[src/rtl/rv32i_types.sv]
// Shared RV32I type definitions: base opcodes and the fetch stage state encoding.
// Latency: n/a (types, constants and a pure helper function only).
// Backpressure: n/a.
package rv32i_types;

  // Base RV32I major opcodes (instr[6:0]).
  typedef enum logic [6:0] {
    OP_LUI    = 7'b0110111,
    OP_AUIPC  = 7'b0010111,
    OP_JAL    = 7'b1101111,
    OP_JALR   = 7'b1100111,
    OP_BRANCH = 7'b1100011,
    OP_LOAD   = 7'b0000011,
    OP_STORE  = 7'b0100011,
    OP_IMM    = 7'b0010011,
    OP_REG    = 7'b0110011
  } rv32i_opcode_t;

  // Instruction fetch sequencing states.
  typedef enum logic [1:0] {
    FETCH_IDLE,
    FETCH_READ,
    FETCH_FLUSH,
    FETCH_RESTART
  } fetch_state_t;

  localparam logic [31:0] RESET_PC_DEFAULT = 32'h4000_0060;

  // Instruction fetches are always word aligned; low address bits are dropped.
  function automatic logic [31:0] align_word(input logic [31:0] addr);
    return {addr[31:2], 2'b00};
  endfunction

endpackage

[src/rtl/pc_register.sv]
// 32-bit load-enable register with asynchronous active-low reset to RESET_VAL.
// Latency: d visible on q one cycle after en is sampled high.
// Backpressure: none; en alone decides whether q updates.
// Ports: clk, rst (async active-low), en (load enable), d (next value), q (held value).
module pc_register #(
  parameter logic [31:0] RESET_VAL = 32'h4000_0060
) (
  input  logic        clk,
  input  logic        rst,
  input  logic        en,
  input  logic [31:0] d,
  output logic [31:0] q
);

  always_ff @(posedge clk or negedge rst) begin
    if (!rst) begin
      q <= RESET_VAL;
    end else if (en) begin
      q <= d;
    end
  end

endmodule

[src/rtl/fetch_unit.sv]
// Instruction fetch: owns the PC, reads instruction memory, strobes each word into the IR.
// Latency: fetch_req at edge N -> mem_read after N; mem_resp at N+k -> ir_load for the cycle after N+k.
// Backpressure: mem_read/mem_address hold until mem_resp; fetch_req is only sampled in IDLE.
// Ports: clk, rst (async active-low); control fetch_req, pc_load, pc_target;
//        memory mem_address, mem_read, mem_rdata, mem_resp; IR ir_load, ir_data;
//        status pc, inst_pc, busy, misaligned.
module fetch_unit
  import rv32i_types::*;
#(
  parameter logic [31:0] RESET_PC = RESET_PC_DEFAULT
) (
  input  logic        clk,
  input  logic        rst,
  input  logic        fetch_req,
  input  logic        pc_load,
  input  logic [31:0] pc_target,
  output logic [31:0] mem_address,
  output logic        mem_read,
  input  logic [31:0] mem_rdata,
  input  logic        mem_resp,
  output logic        ir_load,
  output logic [31:0] ir_data,
  output logic [31:0] pc,
  output logic [31:0] inst_pc,
  output logic        busy,
  output logic        misaligned
);

  fetch_state_t state;

  logic [31:0] target_aligned;
  logic [31:0] fetch_addr;
  logic [31:0] pc_d;
  logic        deliver;
  logic        pc_en;

  assign target_aligned = align_word(pc_target);

  // A response is handed to the IR only in READ and only if no redirect lands
  // in the same cycle; the redirect always wins.
  assign deliver = (state == FETCH_READ) && mem_resp && !pc_load;

  assign pc_en = pc_load || deliver;
  assign pc_d  = pc_load ? target_aligned : pc + 32'd4;

  // Address for a read launched this cycle: a simultaneous redirect is folded
  // in so the read and the PC never disagree.
  assign fetch_addr = pc_load ? target_aligned : pc;

  pc_register #(.RESET_VAL(RESET_PC)) u_pc (
    .clk (clk),
    .rst (rst),
    .en  (pc_en),
    .d   (pc_d),
    .q   (pc)
  );

  // In READ the PC still equals the address being read, so it names the
  // instruction being delivered.
  pc_register #(.RESET_VAL(RESET_PC)) u_inst_pc (
    .clk (clk),
    .rst (rst),
    .en  (deliver),
    .d   (pc),
    .q   (inst_pc)
  );

  always_ff @(posedge clk or negedge rst) begin
    if (!rst) begin
      state       <= FETCH_IDLE;
      mem_read    <= 1'b0;
      mem_address <= RESET_PC;
      ir_load     <= 1'b0;
      ir_data     <= 32'd0;
      busy        <= 1'b0;
      misaligned  <= 1'b0;
    end else begin
      ir_load    <= 1'b0;
      misaligned <= pc_load && (pc_target[1:0] != 2'b00);
      case (state)
        FETCH_IDLE: begin
          if (fetch_req) begin
            state       <= FETCH_READ;
            mem_read    <= 1'b1;
            mem_address <= fetch_addr;
            busy        <= 1'b1;
          end
        end
        FETCH_READ: begin
          if (mem_resp) begin
            mem_read <= 1'b0;
            if (pc_load) begin
              state <= FETCH_RESTART;
            end else begin
              ir_data <= mem_rdata;
              ir_load <= 1'b1;
              state   <= FETCH_IDLE;
              busy    <= 1'b0;
            end
          end else if (pc_load) begin
            // The old read cannot be cancelled; wait it out in FLUSH.
            state <= FETCH_FLUSH;
          end
        end
        FETCH_FLUSH: begin
          if (mem_resp) begin
            mem_read <= 1'b0;
            state    <= FETCH_RESTART;
          end
        end
        FETCH_RESTART: begin
          // One idle bus cycle separates the discarded read from the refetch.
          state       <= FETCH_READ;
          mem_read    <= 1'b1;
          mem_address <= fetch_addr;
        end
        default: begin
          state    <= FETCH_IDLE;
          mem_read <= 1'b0;
          busy     <= 1'b0;
        end
      endcase
    end
  end

endmodule

[config.mk]
export PLATFORM = sky130hd
export DESIGN_NAME = fetch_unit
export DESIGN_NICKNAME = d
export VERILOG_FILES = /design/src/rtl/rv32i_types.sv /design/src/rtl/pc_register.sv /design/src/rtl/fetch_unit.sv
export SDC_FILE = /design/constraint.sdc
export NUM_CORES = 1
export LEC_CHECK = 0
export BUFFER_PORTS_ARGS = -buffer_cell sky130_fd_sc_hd__clkbuf_2
export CAP_MARGIN = 40
export CELL_PAD_IN_SITES_DETAIL_PLACEMENT = 0
export CELL_PAD_IN_SITES_GLOBAL_PLACEMENT = 2
export CORE_ASPECT_RATIO = 0.8
export CORE_UTILIZATION = 32
export CTS_CLUSTER_DIAMETER = 80
export CTS_CLUSTER_SIZE = 28
export DETAILED_ROUTE_END_ITERATION = 10
export PLACE_DENSITY = 0.84
export RECOVER_POWER = 50
export SLEW_MARGIN = 20
export SYNTH_ARGS = -nofsm -noshare
export SYNTH_HDL_FRONTEND = slang
export SYNTH_SLANG_ARGS = --single-unit
[constraint.sdc]
create_clock -name clk -period 5.19 [get_ports clk]
set_input_delay 0.2595 -clock clk [delete_from_list [all_inputs] [get_ports clk]]
set_output_delay 0.2595 -clock clk [all_outputs]
set_load 0.005 [all_outputs]
---- Word-level counts from Yosys, hierarchy flattened ----
Cells that the tools add are included.
operators by class
  $add $sub $neg .......................... 1
  bitwise logic cells ..................... 1
  reduce and logical (&&, ||, !) cells .... 15
  eq/ne operators ......................... 9
  mux-type cells .......................... 19
operators with widths
  kind                                                    count
  2-to-1 mux 32 bit                                       3
  case mux 32 bit (2 select lines)                        1
  adder 32 x 3 -> 32 bit (second input constant)          1
  2-to-1 mux 2 bit                                        5
  inequality test 2 bit (second input constant)           4
  case mux 2 bit (4 select lines)                         1
  2-to-1 mux 1 bit                                        7
  AND reduction 3 bit                                     2
  nonzero test 2 bit                                      3
  equality test 2 bit (second input constant)             2
  AND reduction 2 bit                                     2
  AND reduction 4 bit                                     1
  logical AND 1 bit                                       3
  inequality test 3 bit (second input constant)           1
  case mux 1 bit (3 select lines)                         1
  equality test 2 x 1 -> 1 bit (second input constant)    1
  logical NOT 2 bit                                       1
  inequality test 2 x 1 -> 1 bit (second input constant)  1
  case mux 1 bit (2 select lines)                         1
  OR reduction 2 bit                                      1
  logical NOT 1 bit                                       1
  logical OR 1 bit                                        1
  inverter 1 bit                                          1
word-level totals
  word-level logic and storage cells ...... 54
  input port bits ......................... 69
  flip-flop bits (word level) ............. 134
  output and inout port bits .............. 132

---- Depth between registers and ports, before layout ----
Gate-level depths: netlist of run 1.
  depth in word-level cells ............... 4
  depth in mapped cells ................... 9

---- Modules after synthesis ----
Synthesis of run 1 repeated with hierarchy kept, for this count alone.
unflattened totals
  cell total of the unflattened synthesis .. 510
  area, all modules ....................... 6535.0 um2
modules (own cells, without submodules)
  module       instances  area each (um2)  cells each
  fetch_unit   1          3837.4           374
  pc_register  2          1348.8           68

---- Worst setup path before layout of run 1 ----
Ideal clock, no wire load.
  path kind ............................... reg2reg
  from .................................... reg state[1]
  to ...................................... reg u_pc.q[28]
  period minus slack after synthesis ...... 2.319 ns
  buffers on the path ..................... 0
  data required time ...................... 5.064 ns
  path slack .............................. 2.871 ns
  setup time .............................. 0.126 ns
  cell stages (with the launch flop) ...... 8
  arrival ................................. 2.193 ns
  path through ............................ dfrtp_1 > inv_1 > ha_1 > nand2_1 > or4_4 > or4_1 > and3_1 > a221o_1
between the ends
  longest elaborated chain between the ends .. 4
RTL lines
  item                             line               text
  start: declaration               fetch_unit.sv:29   fetch_state_t state;
  start signal: assignment         fetch_unit.sv:70   state <= FETCH_IDLE;
  start signal: assignment         fetch_unit.sv:83   state <= FETCH_READ;
  start signal: assignment         fetch_unit.sv:93   state <= FETCH_RESTART;
  equality test 2 x 1 -> 1 bit     fetch_unit.sv:41   assign deliver = (state == FETCH_READ) && mem_resp && !pc_load;
  logical AND 1 bit (2 in series)  fetch_unit.sv:41
  logical OR 1 bit                 fetch_unit.sv:43   assign pc_en = pc_load || deliver;
  end signal: assignment           pc_register.sv:17  q <= RESET_VAL;
  end signal: assignment           pc_register.sv:19  q <= d;
  end: declaration                 pc_register.sv:12  output logic [31:0] q
No other way between the ends.
A chain may end at the register's enable or synchronous reset.

---- Worst setup path in the final report of run 1 ----
  from .................................... reg u_pc.q[5]
  to ...................................... reg u_pc.q[28]
between the ends
  longest elaborated chain between the ends .. 2
RTL lines
  item                    line              text
  adder 32 x 3 -> 32 bit  fetch_unit.sv:44  assign pc_d = pc_load ? target_aligned : pc + 32'd4;
  2-to-1 mux 32 bit       fetch_unit.sv:44
No other way between the ends.

==> impl_metrics.toml, run 1 <==
[die]
die_width_microns = 152
initial_core_util_pct = 33.0
rows = 43
core_area_sq_um = 17500
ios = 201
die-height_microns = 122
die-area_sq_um = 18600

[worst_setup_path]
cp_slowest_stage_delay_ps = 670
worstPathRequired_ps = 5490
cp.arrival_ps = 2940
start_kind = "flip-flop"
cp_max_fo = 11
cp_slowest_cell = "or4_4"
critical_path_class = "reg2reg"
end_kind = "flip-flop"
path_cells = "nand4b_1 -> or4_4 -> or4_1 -> and3_1 -> a221o_1"

[detailed_routing]
drt_iter0_markers = 171
vias = 4959
viasPerCell = 4.90
first_pass_iters = 8
wl_per_cell_microns = 16.6
postRouteAntennaNets = 0
routed_wl_microns = 16800
route.detailed.drc = 24

[yosys]
synth_seq_cells = 129
ys_warn_count = 0
async_flop_share_pct = 100
synth_flop_cell = "dfrtp_1"
synth.most_common_cell = "nand2_1"
synth_cells = 583
synth.top_cell.area_share_pct = 52.1
synth.area.top_cells = "dfrtp_1 52%, nand2_1 10%, mux2_2 5.5%, dfstp_2 4.1%, o21ai_0 3.0%"
ys_types = 50
synth.top_cells.by_count = "156 x nand2_1, 120 x dfrtp_1, 37 x nor2_1"
seq_area_frac_synth_pct = 56.2
postSynthAreaPerCell_sq_um = 9.88
synth-edff-count = 0
yosys.area.top_type = "dfrtp_1"
synth.cell_area_sq_um = 5760

[power]
powerDensity_nw_per_um2 = 530
sequentialPowerShare_pct = 41.9
p_leak_nw = 3.53
swShare_pct = 33.3
p_comb_share_pct = 28.9
finalPower_mw = 3.97
p_int_mw = 2.65
power.switching_mw = 1.32
peakVddDrop_mv = 0.211
p_clk_share_pct = 29.2

[min_path]
worstHoldPathType = "in2reg"

[layout]
fin_area_sq_um = 7500
drive_gt1_share_pct = 25.9
utilization_pct = 42.9
antenna_cells = 0
syn_to_final_growth_pct = 30.2
nets = 848

[timing]
tns_ps = 0
worst_pin_slew_ps = 789
hold_violations = 0
relSlewSlack_pct = 46.9
maxSlewViolCount = 0
setup_viol = 0
max_freq_mhz = 379
fin_skew_ps = 5.85
fin_crit_ps = 2640
setup_ws_ps = 2550
min_period_over_period_pct = 50.9
rsz0062_at_grt = "false"

[run_status]
status = "finished, violations left"
violations = "DRC"

[global_route]
busiest_layer = "met2"
met1_usage_pct = 25.0
grt_max_degree = 72
grt.met3_usage_pct = 5.30
grt_pass1_wl_microns = 26300
grt_pass1_vias = 4764
antenna_found_initial = 0
overflow = 0
grtUsageTotal_pct = 18.5
grt.met2_usage_pct = 28.9

[placement]
place_congestion = 0.773
portBuffers = 196
placed_area_sq_um = 6980
place_ws_ps = 2560
hpwl_microns = 11800

[clocking]
cts-root-buf = "clkbuf_16"
cts_tree = "yes"
cts_buffers = 17
cts_buffer_depth = 2
clk_pin_slew_ps = 60
clock_latency_ps = 420
cts_sinks = 129
htreeDepth = 4

[job]
drv_cap = 0
stage by stage:
step	instances	hold WS, ps
final	1012	29.6
after floorplan	586	-36.1
after global placement	975	313
after global routing	1012	27.4
after CTS	1011	18.8
after detailed placement	978	327
placed cells by master (no fill, tap or decap), types with 5 or more instances in the layout:
cell type  Yosys  layout
clkbuf_1      27      74
a31oi_1        8       8
clkbuf_16      0      17
nand3_1        6       6
clkbuf_8       0       5
a21oi_1       14      14
nor4_1         5       5
o21ai_0       35      35
a211oi_1       9       9
mux2_2        28      28
dfrtp_1      120     120
inv_1          8       8
nor3_1        14      14
ha_1           5       5
clkbuf_2       0     123
and3_1         6       6
o31ai_1        5       5
nand4_1        7       7
dfstp_2        9       5
and2_1         6       6
nand2_1      156     155
and4_1         6       6
nor2_1        37      37
mux2i_1       15      14
layer usage:
layer | wire length (microns) | vias up
li1 | - | 2380
met1 | 7900 | 2441
met2 | 7790 | 126
met3 | 974 | 12
met4 | 134 | 0
met5 | 0 | -
sequential cells by signal, indices dropped and copies added (netlist names):
signal / count
ir_data: 32
u_pc.q: 30
mem_read: 1
u_inst_pc.q: 30
ir_load: 1
misaligned: 1
busy: 1
mem_address: 31
state: 2
worst max-delay path, delay by kind of cell, from the launching register on:
kind | cells | cell delay (ps)
and+or+nand+nor | 4 | 1690
DFF | 1 | 590
AOI/OAI and AO/OA | 1 | 250
worst paths after layout:
kind                       slack (ps)        endpoint  cells past startpoint           from
max reg2reg                      2550      u_pc.q[28]                      5      u_pc.q[5]
min in group asynchronous         420  mem_address[1]                      2            rst
min                                30     ir_data[12]                      3  mem_rdata[12]
max                              2550      u_pc.q[28]                      5      u_pc.q[5]
min reg2reg                       470     ir_data[13]                      2    ir_data[13]
max in group asynchronous        3720  u_inst_pc.q[6]                      4            rst
final cells by class:
type                            count  area, sq um
Clock buffer                       23          498
Sequential cell                   129         3240
Timing Repair Buffer              206         1010
Clock inverter                      9         80.1
Fill cell                        1762         9990
Inverter                           10         37.5
Tap cell                          225          282
Multi-Input combinational cell    410         2350
logic make-up (layout without fill, tap and decap cells):
logic type / count (synthesis) / count (layout) / share of synthesized area [%]
flip-flops: 129 / 129 / 56.2
XOR/XNOR: 7 / 7 / 1.06
buffers and inverters: 47 / 248 / 3.43
adder cells (fa/ha/maj): 5 / 5 / 1.09
multiplexers: 43 / 43 / 8.08
AND/OR/NAND/NOR: 257 / 257 / 19.6
AO/OA/AOI/OAI: 94 / 94 / 10.4
other: 1 / 4 / 0.0651
timing repair:
item / 4_1_cts / 5_1_grt
hold endpoints to repair: 67 / 0
hold buffers: 1 / 0
resized for setup: 0 / 0
setup endpoints to repair: 0 / 0
buffers inserted: 0 / 0
power by group through the flow:
stage / clock (mW) / sequential, mW / combinational [mW]
5_1_grt: 1.24 / 1.72 / 1.30
2_1_floorplan: 0 / 1.67 / 0.576
6_report: 1.16 / 1.66 / 1.15
3_3_place_gp: 0 / 1.66 / 1.20
3_5_place_dp: 0 / 1.68 / 1.23
4_1_cts: 1.19 / 1.67 / 1.23
(Power assumes the default switching activity.)
==> inputs of run 2 (changes only) <==
--- a/config.mk
+++ b/config.mk
@@ -5,16 +5,17 @@
 export SDC_FILE = /design/constraint.sdc
 export NUM_CORES = 1
 export LEC_CHECK = 0
+export ABC_AREA = 1
 export BUFFER_PORTS_ARGS = -buffer_cell sky130_fd_sc_hd__clkbuf_2
 export CAP_MARGIN = 40
 export CELL_PAD_IN_SITES_DETAIL_PLACEMENT = 0
 export CELL_PAD_IN_SITES_GLOBAL_PLACEMENT = 2
 export CORE_ASPECT_RATIO = 0.8
-export CORE_UTILIZATION = 32
+export CORE_UTILIZATION = 28
 export CTS_CLUSTER_DIAMETER = 80
 export CTS_CLUSTER_SIZE = 28
 export DETAILED_ROUTE_END_ITERATION = 10
-export PLACE_DENSITY = 0.84
+export PLACE_DENSITY = 0.79
 export RECOVER_POWER = 50
 export SLEW_MARGIN = 20
 export SYNTH_ARGS = -nofsm -noshare
==> constraint.sdc (replaced) <==
create_clock -name clk -period 2.65 [get_ports clk]
set_input_delay 0.1325 -clock clk [delete_from_list [all_inputs] [get_ports clk]]
set_output_delay 0.1325 -clock clk [all_outputs]
set_load 0.005 [all_outputs]
==> impl_metrics.toml, run 2 <==
[timing]
min_period_over_period_pct = 79.4
max_freq_mhz = 475
relSlewSlack_pct = -23.4
whs_ps = 33.9
maxSlewViolCount = 69
fin_crit_ps = 2110
hold_violations = 0
fin_skew_ps = 8.55
setup_viol = 0
tns_ps = 0
rsz0062_at_grt = "false"
worst_pin_slew_ps = 1850

[layout]
fillCellCount = 2209
drive_gt1_share_pct = 20.2
mostFrequentLayoutCells = "254 x nand2_1, 131 x clkbuf_2, 120 x dfrtp_1, 66 x clkbuf_1, 64 x nor2_1"
final_common_cell = "nand2_1"
top_register = "ir_data"
top_regs = "ir_data x32, mem_address x31"
antenna_cells = 0
largest_reg_flops = 32
nets = 1047
syn_to_final_growth_pct = 36.3

[worst_setup_path]
worstPathRequired_ps = 2930
cp_max_fo = 54
end_kind = "flip-flop"
cp.arrival_ps = 2380
critical_path_class = "reg2reg"
start_kind = "flip-flop"

[clocking]
cts_sinks = 129
cts_buffers = 17
clk_pin_slew_ps = 60
htreeDepth = 4
cts_buffer_depth = 2
cts-root-buf = "clkbuf_16"
clock_latency_ps = 420
cts_tree = "yes"
post_cts_resized = 0

[detailed_routing]
wl_per_cell_microns = 16.2
viasPerCell = 4.55
drt_iter0_markers = 337
vias = 5713
postRouteAntennaNets = 0
route.detailed.drc = 0
routed_wl_microns = 20300
first_pass_iters = 5

[yosys]
synth_cells = 740
synth_seq_cells = 129
ys_types = 30
yosys.area.top_type = "dfrtp_1"
ys_warn_count = 0
synth_flop_cell = "dfrtp_1"
seq_area_frac_synth_pct = 54.4
synth-edff-count = 0
synth.cell_area_sq_um = 5950
synth.top_cells.by_count = "255 x nand2_1, 120 x dfrtp_1, 65 x nor2_1"
async_flop_share_pct = 100
synth.area.top_cells = "dfrtp_1 50%, nand2_1 16%, o21ai_0 4.9%, nand3_1 4.2%, nor2_1 4.1%"
postSynthAreaPerCell_sq_um = 8.04
synth.top_cell.area_share_pct = 50.4
synth.most_common_cell = "nand2_1"

[power]
p_int_mw = 5.36
p_comb_share_pct = 31.2
sequentialPowerShare_pct = 40.7
peakVddDrop_mv = 0.387
swShare_pct = 37.1
power.switching_mw = 3.17
powerDensity_nw_per_um2 = 1050
p_clk_share_pct = 28.1
finalPower_mw = 8.53
p_leak_nw = 4.04

[placement]
place_congestion = 0.762
hpwl_microns = 14500
portBuffers = 196

[min_path]
worstHoldPathType = "in2reg"

[global_route]
grtUsageTotal_pct = 18.8
grt_pass1_wl_microns = 31000
overflow = 0
met1_usage_pct = 28.1
busiest_layer = "met1"
antenna_found_initial = 0
grt.met3_usage_pct = 5.55
grt.met2_usage_pct = 26.4
grt_pass1_vias = 5411
grt_max_degree = 69

[die]
die_width_microns = 165
core_area_sq_um = 20800
initial_core_util_pct = 28.7
ios = 201
rows = 47
die-area_sq_um = 21900
die-height_microns = 132

[job]
drv_cap = 1

[run_status]
violations = "capacitance limit, slew limit"
status = "finished, violations left"
-- run 2: cell count changes after synthesis, moves of 15 or more --
| cell | change |
|---|---|
| a21oi_1 | +34 |
| inv_1 | +41 |
| mux2_2 | -27 |
| mux2i_1 | -15 |
| nand2_1 | +99 |
| nand3_1 | +44 |
| nor2_1 | +28 |
| o21ai_0 | +23 |
-- run 2: timing repair --
action / in CTS / in global routing
buffers inserted: 0 / 0
hold buffers: 41 / 0
hold endpoints to repair: 98 / 0
-- run 2: final timing paths --
check | from | to | slack, ps | cells after the start
max in group asynchronous | rst | u_pc.q[6] | 580 | 3
setup reg to reg | state[1] | u_inst_pc.q[16] | 540 | 7
min in group asynchronous | rst | misaligned | 740 | 2
hold / removal | pc_target[21] | mem_address[21] | 30 | 3
hold reg to reg | ir_data[24] | ir_data[24] | 470 | 2
setup / recovery | state[1] | u_inst_pc.q[16] | 540 | 7
-- run 2: final cells by class --
cell class,count,area [sq um],share of cell area [%]
clock buffer,20,467,5.75
clock inverter,12,131,1.62
tap,269,337,4.15
inverter,52,196,2.42
sequential,129,3240,39.9
multi-input combinational,525,2340,28.9
timing repair buffer,248,1400,17.3
-- run 2: critical path, stage by stage (launching register included) --
cell     delay (ps)
dfrtp_1         370
inv_1            80
ha_1            240
nand2_1         150
nor2_2           70
inv_2           320
buf_4           550
o21ai_0         150
-- run 2: stage by stage --
| step | std cells | setup slack [ps] | util (%) | area, sq um |
|---|---|---|---|---|
| 2_1_floorplan | 743 | 1110 | - | 5960 |
| 3_3_place_gp | 1182 | 568 | 34.7 | 7200 |
| 3_5_place_dp | 1182 | 521 | 34.7 | 7200 |
| 4_1_cts | 1255 | 512 | 39.5 | 8210 |
| 5_1_grt | 1255 | 227 | 39.1 | 8110 |
| 6_report | 1255 | 545 | 39.1 | 8110 |
-- run 2: power by group through the flow --
stage,Sequential [mW],Clock [mW],Combinational [mW]
2_1_floorplan,3.43,0,1.32
3_3_place_gp,3.51,0,2.71
3_5_place_dp,3.51,0,2.74
4_1_cts,3.48,2.46,2.81
5_1_grt,3.59,2.54,3.08
6_report,3.48,2.40,2.66
-- run 2: cell families after synthesis --
logic type	share of synthesized area, %
adders and majority gates	1.05
muxes	0.189
other	0.0630
buffers and inverters	6.52
DFF	54.4
xor gates and xnor gates	0.147
and+or+nand+nor	26.7
AOI/OAI and AO/OA	10.9
-- run 2: routing by layer --
metal | vias up | routed length, microns | share of wire [%]
met5 | - | 0 | 0
met3 | 11 | 1330 | 6.6
li1 | 2845 | - | -
met4 | 0 | 129 | 0.64
met1 | 2694 | 10500 | 52
met2 | 163 | 8370 | 41
==> inputs of run 3 (changes only) <==
--- a/config.mk
+++ b/config.mk
@@ -5,17 +5,17 @@
 export SDC_FILE = /design/constraint.sdc
 export NUM_CORES = 1
 export LEC_CHECK = 0
-export ABC_AREA = 1
+export ABC_AREA = 0
 export BUFFER_PORTS_ARGS = -buffer_cell sky130_fd_sc_hd__clkbuf_2
 export CAP_MARGIN = 40
 export CELL_PAD_IN_SITES_DETAIL_PLACEMENT = 0
 export CELL_PAD_IN_SITES_GLOBAL_PLACEMENT = 2
 export CORE_ASPECT_RATIO = 0.8
-export CORE_UTILIZATION = 28
+export CORE_UTILIZATION = 27
 export CTS_CLUSTER_DIAMETER = 80
 export CTS_CLUSTER_SIZE = 28
 export DETAILED_ROUTE_END_ITERATION = 10
-export PLACE_DENSITY = 0.79
+export PLACE_DENSITY = 0.75
 export RECOVER_POWER = 50
 export SLEW_MARGIN = 20
 export SYNTH_ARGS = -nofsm -noshare
==> constraint.sdc (replaced) <==
create_clock -name clk -period 1.8 [get_ports clk]
set_input_delay 0.09 -clock clk [delete_from_list [all_inputs] [get_ports clk]]
set_output_delay 0.09 -clock clk [all_outputs]
set_load 0.005 [all_outputs]
==> impl_metrics.toml, run 3 (synthesis results as in run 1) <==
[layout]
top_register = "ir_data"
syn_to_final_growth_pct = 54.7
final_cells = 1177
nets = 971
layout.area.seq_sq_um = 3240
fillCellCount = 2088
multi_input_area_sq_um = 2520
final_common_cell = "clkbuf_2"
fin_area_sq_um = 8910
largest_reg_flops = 32
utilization_pct = 42.8
drive_gt1_share_pct = 38.4
mostFrequentLayoutCells = "175 x clkbuf_2, 153 x nand2_1, 119 x dfrtp_1, 61 x buf_4, 58 x dlygate4sd3_1"
top_regs = "ir_data x32, mem_address x31"

[power]
sequentialPowerShare_pct = 38.6
finalPower_mw = 12.2
swShare_pct = 32.8
p_clk_share_pct = 25.8
peakVddDrop_mv = 0.626
powerDensity_nw_per_um2 = 1370
power.switching_mw = 4.01
p_leak_nw = 4.36
p_comb_share_pct = 35.6
p_int_mw = 8.23

[placement]
placed_area_sq_um = 7600
place_congestion = 0.829
hpwl_microns = 13700
portBuffers = 196
dp_cells = 1081

[worst_setup_path]
cp.arrival_ps = 2430
ff2ff_path_depth = 5
regToRegSetupSlack_ps = -340
end_kind = "flip-flop"
worstPathRequired_ps = 2090
path_cells = "nand4b_1 -> or4_4 -> or4_1 -> and3_1 -> a221o_1"
cp_max_fo = 2
cpLargestDelayFamily = "simple AND/OR/NAND/NOR gates"
r2r-start = "u_pc.q[5]"
start_kind = "flip-flop"
critical_path_class = "reg2reg"
cp_slowest_cell = "or4_4"
crit_buf_inv = 0
worstReg2RegEnd = "u_pc.q[28]"
cp_slowest_stage_delay_ps = 560

[global_route]
grtUsageTotal_pct = 18.0
grt_pass1_vias = 5609
antenna_found_initial = 1
grt_max_degree = 68
overflow = 0
grt_pass1_wl_microns = 30400

[detailed_routing]
vias = 5435
postRouteAntennaNets = 0
wl_per_cell_microns = 16.2
routed_wl_microns = 19100
route.detailed.drc = 20
first_pass_iters = 9
drt_iter0_markers = 288
viasPerCell = 4.62

[clocking]
clk_pin_slew_ps = 60
htreeDepth = 4
cts_buffers = 17
cts_tree = "yes"
cts_sinks = 129
cts-root-buf = "clkbuf_16"
cts_buffer_depth = 2
clock_latency_ps = 410

[die]
core_area_sq_um = 20800
die-height_microns = 133
rows = 47
ios = 201
initial_core_util_pct = 27.7
die-area_sq_um = 21900
die_width_microns = 165

[min_path]
holdPathEnd = "mem_address[8]"
worstHoldPathType = "in2reg"
holdPathStages = 3
hold_start = "pc_target[8]"

[timing]
worst_pin_slew_ps = 1260
setup_ws_ps = -339
tns_ps = -2920
max_freq_mhz = 468
fin_skew_ps = 9.21
fin_crit_ps = 2140
rsz0062_at_grt = "true"
maxSlewViolCount = 0
hold_violations = 0
min_period_over_period_pct = 119
setup_viol = 20
relSlewSlack_pct = 15.8

[run_status]
violations = "DRC, setup timing"
status = "finished, violations left"

[job]
drv_cap = 0
-- run 3: changes by cell type in the layout (fill, tap and decap cells not counted), sizes merged, moves of 9 or more --
cell         change
a211oi           +9
a21oi           -34
buf             +64
dlygate4sd3     +17
inv             -45
mux2            +27
mux2i           +15
nand2          -103
nand3           -44
nor2            -36
nor3            +12
o21ai           -24
-- run 3: how the worst max path moves through the flow --
| stage | from | endpoint | slack, ps | cells after the start |
|---|---|---|---|---|
| finish | u_pc.q[5] | u_pc.q[28] | -340 | 5 |
| global route | u_pc.q[5] | u_pc.q[28] | -410 | 5 |
| CTS | u_pc.q[5] | u_pc.q[28] | -350 | 5 |
| detailed placement | u_pc.q[3] | u_pc.q[28] | -420 | 6 |
| global placement | u_pc.q[3] | u_pc.q[28] | -380 | 6 |
| floorplan | u_pc.q[3] | u_pc.q[28] | -500 | 6 |
-- run 3: per-stage QoR --
step | setup WS, ps | hold slack [ps]
after floorplan | -504 | -206
final | -339 | 16.9
after CTS | -349 | 2.56
after global routing | -414 | 28.9
after detailed placement | -422 | 61.7
after global placement | -381 | 53.1
-- run 3: layout make-up --
| class | count | share of cell area [%] |
|---|---|---|
| antenna | 1 | 0.0281 |
| clock buffer | 22 | 5.21 |
| clock inverter | 7 | 0.702 |
| inverter | 10 | 0.463 |
| multi-input combinational | 410 | 28.3 |
| sequential | 129 | 36.4 |
| tap | 269 | 3.78 |
| timing repair buffer | 329 | 25.2 |
-- run 3: repair_timing --
item | in CTS | in global routing
endpoints found under the hold margin | 118 | 0
hold buffers | 58 | 0
pin swaps | 6 | 4
buffers inserted | 4 | 3
gates cloned | 0 | 1
gates resized for setup | 24 | 14
setup endpoints to repair | 71 | 88
-- run 3: per-layer routing --
layer	GRT usage (%)	up-vias	routed length (microns)
met5	0	-	0
li1	-	2634	-
met2	29.1	141	9070
met3	3.82	18	1010
met4	5.56	0	298
met1	24.1	2642	8690
-- run 3: worst register-to-register path, stage by stage, from the launching register on --
cell	delay (ps)
dfstp_2	530
nand4b_1	140
or4_4	560
or4_1	400
and3_1	150
a221o_1	250
-- run 3: power groups by stage --
| stage | Combinational [mW] | Sequential [mW] | Clock (mW) |
|---|---|---|---|
| floorplan | 1.68 | 4.83 | 0 |
| global placement | 4.02 | 4.71 | 0 |
| detailed placement | 4.10 | 4.76 | 0 |
| CTS | 4.33 | 4.73 | 3.25 |
| global route | 4.85 | 4.86 | 3.37 |
| finish | 4.36 | 4.73 | 3.16 |
